<file path="config.mk">
export PLATFORM = sky130hd
export DESIGN_NAME = times_five_call_arbiter
export DESIGN_NICKNAME = d
export VERILOG_FILES = /design/src/rtl/times_five_call_arbiter.sv
export SDC_FILE = /design/constraint.sdc
export NUM_CORES = 1
export LEC_CHECK = 0
export ABC_AREA = 1
export CAP_MARGIN = 40
export CORE_MARGIN = 10
export CORE_UTILIZATION = 40
export CTS_BUF_LIST = sky130_fd_sc_hd__clkbuf_8
export DETAILED_ROUTE_END_ITERATION = 10
export PLACE_DENSITY_LB_ADDON = 0.05
export REMOVE_ABC_BUFFERS = 1
export SLEW_MARGIN = 30
export SYNTH_ARGS = -nofsm -noshare
export SYNTH_HDL_FRONTEND = slang
export SYNTH_SLANG_ARGS = --single-unit
export TNS_END_PERCENT = 50
</file>
<file path="constraint.sdc">
create_clock -name clk -period 4.35 [get_ports clk]
set_input_delay 0.435 -clock clk [delete_from_list [all_inputs] [get_ports clk]]
set_output_delay 0.435 -clock clk [all_outputs]
set_load 0.1 [all_outputs]
</file>
<file path="src/rtl/times_five_call_arbiter.sv">
// times_five_call_arbiter: round-robin arbiter sharing one exported-function call port among NUM_REQ requesters
// Optional feature macro: ARB_STATS_EN (adds grant_count_out, per-requester saturating issue counters)
// Ports:
//   clk, rst                 clock, asynchronous active-high reset
//   rst_and_startup_done_in  callee ready for calls; gates new issue only
//   req_valid_in/req_data_in per-requester call request and argument
//   req_rdy_out              per-requester call accepted this cycle
//   resp_valid_out           one-hot result valid toward the issuing requester
//   resp_data_out            shared result bus
//   resp_ready_in            per-requester result accept
//   fn_valid_out/fn_x_out    call toward the callee; fn_rdy_in is its accept
//   fn_rden_out              pops the callee's show-ahead result FIFO
//   fn_empty_in/fn_result_in callee result FIFO status and head
//   outstanding_out          calls issued whose result has not yet been popped
//   err_out                  sticky: callee produced a result nobody asked for
//   grant_count_out          (ARB_STATS_EN only) 32-bit issue counter per requester
module times_five_call_arbiter #(
    parameter int NUM_REQ         = 4,
    parameter int DATA_WIDTH      = 32,
    parameter int RESULT_WIDTH    = 32,
    parameter int MAX_OUTSTANDING = 16,
    localparam int IDW = $clog2(NUM_REQ),
    localparam int CW  = $clog2(MAX_OUTSTANDING + 1)
) (
    input  logic                          clk,
    input  logic                          rst,
    input  logic                          rst_and_startup_done_in,
    input  logic [NUM_REQ-1:0]            req_valid_in,
    input  logic [NUM_REQ*DATA_WIDTH-1:0] req_data_in,
    output logic [NUM_REQ-1:0]            req_rdy_out,
    output logic [NUM_REQ-1:0]            resp_valid_out,
    output logic [RESULT_WIDTH-1:0]       resp_data_out,
    input  logic [NUM_REQ-1:0]            resp_ready_in,
    output logic                          fn_valid_out,
    output logic [DATA_WIDTH-1:0]         fn_x_out,
    input  logic                          fn_rdy_in,
    output logic                          fn_rden_out,
    input  logic                          fn_empty_in,
    input  logic [RESULT_WIDTH-1:0]       fn_result_in,
    output logic [CW-1:0]                 outstanding_out,
    output logic                          err_out
`ifdef ARB_STATS_EN
    ,
    output logic [NUM_REQ*32-1:0]         grant_count_out
`endif
);
    localparam int AW = $clog2(MAX_OUTSTANDING);

    logic [IDW-1:0]          r_ptr;
    logic [IDW-1:0]          r_tag [MAX_OUTSTANDING];
    logic [AW-1:0]           r_wp;
    logic [AW-1:0]           r_rp;
    logic [CW-1:0]           r_cnt;
    logic                    r_hv;
    logic [IDW-1:0]          r_hid;
    logic [RESULT_WIDTH-1:0] r_hd;
    logic                    r_err;
    logic [IDW-1:0]          w_g;
    logic                    w_full;
    logic                    w_empty;
    logic                    w_issue;
    logic                    w_pop;
    logic                    w_ack;

    // Scan downward so the last hit is the nearest valid requester at or after r_ptr.
    always_comb begin
        w_g = r_ptr;
        for (int k = NUM_REQ - 1; k >= 0; k--)
            if (req_valid_in[(int'(r_ptr) + k) % NUM_REQ]) w_g = IDW'((int'(r_ptr) + k) % NUM_REQ);
    end

    assign w_full          = r_cnt == CW'(MAX_OUTSTANDING);
    assign w_empty         = r_cnt == '0;
    // Gating with rst keeps the call port quiet while reset is held.
    assign fn_valid_out    = |req_valid_in & !w_full & rst_and_startup_done_in & !rst;
    assign w_issue         = fn_valid_out & fn_rdy_in;
    assign fn_x_out        = req_data_in[w_g*DATA_WIDTH +: DATA_WIDTH];
    assign req_rdy_out     = w_issue ? NUM_REQ'(1) << w_g : '0;
    assign w_ack           = r_hv & resp_ready_in[r_hid];
    // Pop when the hold register is free or being emptied this same cycle.
    assign w_pop           = !fn_empty_in & !w_empty & (!r_hv | resp_ready_in[r_hid]);
    assign fn_rden_out     = w_pop;
    assign resp_valid_out  = r_hv ? NUM_REQ'(1) << r_hid : '0;
    assign resp_data_out   = r_hd;
    assign outstanding_out = r_cnt;
    assign err_out         = r_err;

    always_ff @(posedge clk) begin
        if (w_issue) r_tag[r_wp] <= w_g;
    end

    always_ff @(posedge clk or posedge rst) begin
        if (rst) begin
            r_ptr <= '0;
            r_wp  <= '0;
            r_rp  <= '0;
            r_cnt <= '0;
            r_hv  <= 1'b0;
            r_hid <= '0;
            r_hd  <= '0;
            r_err <= 1'b0;
        end else begin
            if (w_issue) begin
                r_ptr <= (int'(w_g) + 1 == NUM_REQ) ? '0 : w_g + 1'b1;
                r_wp  <= r_wp + 1'b1;
            end
            if (w_pop) begin
                r_rp  <= r_rp + 1'b1;
                r_hd  <= fn_result_in;
                r_hid <= r_tag[r_rp];
                r_hv  <= 1'b1;
            end else if (w_ack) begin
                r_hv  <= 1'b0;
            end
            r_cnt <= r_cnt + CW'(w_issue) - CW'(w_pop);
            if (!fn_empty_in & w_empty) r_err <= 1'b1;
        end
    end

`ifdef ARB_STATS_EN
    for (genvar i = 0; i < NUM_REQ; i++) begin : g_stat
        logic [31:0] r_gc;
        always_ff @(posedge clk or posedge rst) begin
            if (rst) r_gc <= '0;
            else if (w_issue && w_g == IDW'(i) && r_gc != '1) r_gc <= r_gc + 1'b1;
        end
        assign grant_count_out[i*32 +: 32] = r_gc;
    end
`endif
endmodule

</file>
==> results of run 1 <==
-- how the worst max path moves through the flow --
stage / cells after the start / start / endpoint / slack (ps)
6_report: 15 / r_ptr[0] / fn_x_out[22] / 890
5_1_grt: 15 / r_ptr[0] / fn_x_out[24] / 550
4_1_cts: 15 / r_ptr[0] / fn_x_out[12] / 860
3_5_place_dp: 16 / req_valid_in[1] / fn_x_out[22] / 1120
3_3_place_gp: 16 / req_valid_in[1] / fn_x_out[22] / 1140
2_1_floorplan: 12 / r_ptr[0] / req_rdy_out[1] / -1000
-- critical path: cells and delay by family (launching register included) --
family	cells	cell delay [ps]
buffers and inverters	3	700
flip-flops	1	580
AND/OR/NAND/NOR	12	1360
-- layout by cell type, fill, tap and decap left out, drive strengths merged --
master	synthesis	layout
a41oi	1	1
o21bai	1	1
bufinv	0	2
o22ai	2	2
clkinv	0	2
inv	173	174
clkdlybuf4s50	0	210
edfxtp	32	32
fa	1	1
dfrtp	51	51
nand4	4	4
xor2	7	7
nand3	142	142
o21ai	28	28
clkbuf	4	10
a21oi	6	6
nor3	5	5
xnor2	1	1
nor2	36	36
ha	15	15
o221ai	4	4
buf	36	90
clkinvlp	0	1
nand2	254	254
-- state kept, by name, indices dropped and copies added (netlist names) --
signal           count
err_out              1
outstanding_out      5
r_hid                2
r_hv                 1
r_ptr                2
r_rp                 4
r_tag               32
r_wp                 4
resp_data_out       32
-- cell type report --
cell class	count	area, um^2	area share
multi-input cells	507	2380	0.252
well taps	176	220	0.0233
flip-flops and latches	83	2240	0.237
inverters	173	649	0.0687
repair buffers	300	3750	0.397
clock buffers	10	138	0.0146
clock inverters	6	80.1	0.00847
-- metal layers --
metal | up-vias | share of wire | routed length (um)
met4 | 0 | 0.027 | 553
met1 | 2606 | 0.36 | 7320
li1 | 3002 | - | -
met3 | 30 | 0.10 | 2110
met5 | - | 0 | 0
met2 | 211 | 0.52 | 10600
-- stage by stage --
stage	setup slack, ps	hold WS (ps)	utilization	TNS [ps]
2_1_floorplan	-1000	483	-	-9950
3_3_place_gp	1140	461	0.632	0
3_5_place_dp	1120	463	0.689	0
4_1_cts	855	487	0.706	0
5_1_grt	551	500	0.706	0
6_report	891	487	0.706	0
-- kinds of logic (layout without fill, tap and decap cells) --
group / after synthesis / in the layout / share of synthesized area
fa+ha+maj: 16 / 16 / 0.0374
simple gates: 441 / 441 / 0.335
compound gates: 42 / 42 / 0.0421
xor+xnor: 8 / 8 / 0.0126
flops: 83 / 83 / 0.403
buf+inv: 213 / 489 / 0.170
==> flow_summary.toml, run 1 <==
[route]
dr.pass1.iters = 5
via_count = 5849
antenna_left = 0
vias_per_cell = 4.66
routed_wl_um = 20600
drc = 0
drt_iter0_markers = 348
wl_per_cell_um = 16.4

[synth]
synth_top_area_share = 0.230
yosysSeqAreaShare = 0.403
synth_area_leader_cell = "dfrtp_1"
syn_area_um2 = 5550
yosys_register_bits = 83
synth-edff-count = 32
avgSynthCellArea_um2 = 6.91
synth_warnings = 0
syn_inst = 803
ys_top_cells_by_area = "dfrtp_1 (23%), edfxtp_1 (17%), nand2_1 (17%)"
yosysMostFrequentCell = "nand2_1"
synthFlopType = "dfrtp_1"
async_flop_share = 0.614
synth.cells.most_frequent = "nand2_1 (252), inv_1 (169), nand3_1 (141), dfrtp_1 (51), nor2_1 (36)"
yosys.cell_types.count = 27

[timing]
hold_viol_final = 0
fin_skew_ps = 8.93
period_needed_ps = 3460
maxSlewViolCount = 0
fmax_ghz = 0.289
setup_viol = 0
max_slew.worst_pin.slew_ps = 677
rsz0062_at_grt = "no"
fin_crit_sh = 0.795
relSlewSlack = 0.549

[floorplan]
ios = 253
die-width_um = 138
rows = 42
initial_core_util = 0.414
fp.coreArea_um2 = 13400
die_area_um2 = 19000
die_h_um = 138

[worst_setup_path]
rr_startpoint = "outstanding_out[2]"
critPathKind = "reg2out"
critPathRequiredTime_ps = 3910
r2r_cells = 14
crit_chain = "inv_1, nand2_1, nand2_1, nand2_1, nand2_1, nand2_1, nand2_1, nand2_1, nand2_2, nand2_2, buf_12, nand2_1, nand3_1, nand2_1, buf_12"
critical_path.most_common_cell = "nand2_1"
cp-end-kind = "output port"
r2r_slack_ps = 1730
critPathLaunchType = "register"
rr_endpoint = "outstanding_out[4]"
crit_slowest_cell = "dfrtp_1"
slowest_delay_ps = 580
crit_fanout = 51
crit_arrival_ps = 3020

[placement]
portBuffers = 252
place_area_um2 = 9240
gp_congestion = 0.892
place_inst = 1239
dpl.hpwl_um = 16600

[global_routing]
antenna_found_initial = 0
grt_use_met2 = 0.386
busiest_layer = "met2"
grt_pass1_wl_um = 32100
grtUsageMet3 = 0.0950
globalRouteMet1Util = 0.222
grt_start_max_net_pins = 65
grt_remaining_overflow = 0
grtUsageTotal = 0.217
grt_pass1_vias = 5979

[clocking]
path_clk_slew_ps = 90
ctsHoldBuffers = 0
cts.htree.levels = 3
cts_buffers = 9
cts_resized = 0
tritoncts = "done"
cts.sinks = 83
cts_setup_buffers = 0
clock_path_buffers = 2
worstSkewPairLatency_ps = 350
cts-root-buf = "clkbuf_8"

[worst_hold_path]
min_from = "resp_data_out[18]"
min_path_type = "reg2reg"
holdPathStages = 2
hold_path_end = "resp_data_out[18]"

[layout]
n_fill_cell = 1094
design_area_um2 = 9460
area_growth_pct = 70.3
fin_cells = 1255
nets = 1263
drive_gt1_frac = 0.106
diodes = 0

[status]
status = "completed"

[run]
maxCapViolations = 0
Power of run 1 is left out: the tool's default activity adds up to more than one toggle a clock period on the data nets, which glitch-free logic cannot reach.
==> inputs of run 2 (changes only) <==
--- a/config.mk
+++ b/config.mk
@@ -8,7 +8,7 @@
 export ABC_AREA = 1
 export CAP_MARGIN = 40
 export CORE_MARGIN = 10
-export CORE_UTILIZATION = 40
+export CORE_UTILIZATION = 39
 export CTS_BUF_LIST = sky130_fd_sc_hd__clkbuf_8
 export DETAILED_ROUTE_END_ITERATION = 10
 export PLACE_DENSITY_LB_ADDON = 0.05
==> constraint.sdc (replaced) <==
create_clock -name clk -period 2.9 [get_ports clk]
set_input_delay 0.29 -clock clk [delete_from_list [all_inputs] [get_ports clk]]
set_output_delay 0.29 -clock clk [all_outputs]
set_load 0.1 [all_outputs]
==> run 2 against run 1 <==
  * Sequential share of layout area increased by 1.9 points
  * Die area increased by 2.2%
  * Final cell count fell by 2.2%
  * Critical path depth down 2
  * Critical path type unchanged
  * Largest cell class unchanged
==> flow_summary.toml, run 2 (same netlist as run 1, synthesis figures left out) <==
[global_routing]
grtUsageTotal = 0.188
grt_remaining_overflow = 0
grt_pass1_vias = 5528
antenna_found_initial = 1
grt_start_max_net_pins = 65
grt_pass1_wl_um = 29900

[route]
drt_iter0_markers = 288
vias_per_cell = 4.65
via_count = 5709
dr.pass1.iters = 4
antenna_left = 0
drc = 0
routed_wl_um = 19500
wl_per_cell_um = 15.9

[timing]
fmax_ghz = 0.364
period_needed_ps = 2750
fin_skew_ps = 8.13
relSlewSlack = 0.561
max_slew.worst_pin.slew_ps = 658
hold_viol_final = 0
setup_viol = 0
fin_crit_sh = 0.948
maxSlewViolCount = 0
fin_setup_tns_ps = 0

[clocking]
cts.htree.levels = 3
cts.sinks = 83
tritoncts = "done"
cts_buffers = 9
worstSkewPairLatency_ps = 350
clock_path_buffers = 2
path_clk_slew_ps = 80
cts-root-buf = "clkbuf_8"

[layout]
area_growth_pct = 57.5
drive_gt1_frac = 0.119
nets = 1232
mostFrequentLayoutCell = "nand2_1"
diodes = 0
n_fill_cell = 1270
layout_common_cells = "nand2_1 (251), clkdlybuf4s50_1 (172), inv_1 (168)"

[floorplan]
initial_core_util = 0.398
rows = 43
ios = 253
die_area_um2 = 19400
fp.coreArea_um2 = 13900
die-width_um = 139
die_h_um = 139

[worst_setup_path]
crit_fanout = 64
crit_arrival_ps = 2460
rr_startpoint = "outstanding_out[2]"
cp-startpoint = "r_ptr[0]"
r2r_slack_ps = 390
critPathRequiredTime_ps = 2610
critPathKind = "reg2out"
critPathLaunchType = "register"
cp-end-kind = "output port"

[status]
status = "completed"

[placement]
dpl.hpwl_um = 15100
portBuffers = 252
gp_congestion = 0.824

[worst_hold_path]
min_path_type = "in2async"

[run]
maxCapViolations = 0
run 2: cell count changes in the layout (fill, tap and decap cells not counted), sizes merged:
| cell | before | now |
|---|---|---|
| clkinv | 2 | 4 |
| clkdlybuf4s50 | 210 | 172 |
| clkinvlp | 1 | 0 |
| buf | 90 | 95 |
| inv | 174 | 175 |
| bufinv | 2 | 1 |
| clkbuf | 10 | 11 |
run 2: per-stage QoR:
step	utilization	instances	hold slack, ps	setup WS, ps	area (um^2)
after floorplan	-	763	388	-2310	5260
after global placement	0.606	1209	464	210	8440
after detailed placement	0.606	1209	466	182	8440
after CTS	0.620	1225	442	13.3	8640
after global routing	0.628	1228	476	-3.46	8740
final	0.628	1228	449	152	8740
run 2: worst paths after layout:
check,cells after the start,to
max in group asynchronous,3,r_ptr[0]
hold reg to reg,2,resp_data_out[4]
setup reg to reg,13,outstanding_out[4]
hold / removal,3,resp_data_out[5]
min in group clk,3,resp_data_out[20]
setup / recovery,13,fn_x_out[12]
run 2: metal layers:
layer	track usage	wire, um	vias to the layer above
li1	-	-	2945
met1	0.205	7620	2547
met2	0.320	9520	198
met3	0.0919	2120	17
met4	0.0461	257	2
met5	0	13	-
run 2: final cells by class:
type,instances,area (um^2),area share
flip-flops and latches,83,2240,0.256
multi-input cells,507,2410,0.275
repair buffers,269,3030,0.347
well taps,180,225,0.0258
clock inverters,7,58.8,0.00672
inverters,173,657,0.0751
clock buffers,9,124,0.0142
run 2: timing repair:
action	in CTS	in global routing
hold buffers	0	0
resized for setup	4	14
setup buffers	0	1
hold endpoints to repair	0	0
setup endpoints to repair	36	36
cloned	0	2
run 2: critical path: stages, from the launching register on:
cell and delay, ps:
dfrtp_2 490, buf_4 190, nand2_1 90, nand3_1 90, nand2_1 80, inv_2 30
nand2_1 40, nand2_1 70, nand3_2 150, buf_12 290, nand3_1 180, nand3_1 110
nand2_1 90, buf_12 180
Power of run 2 is left out for the same reason.
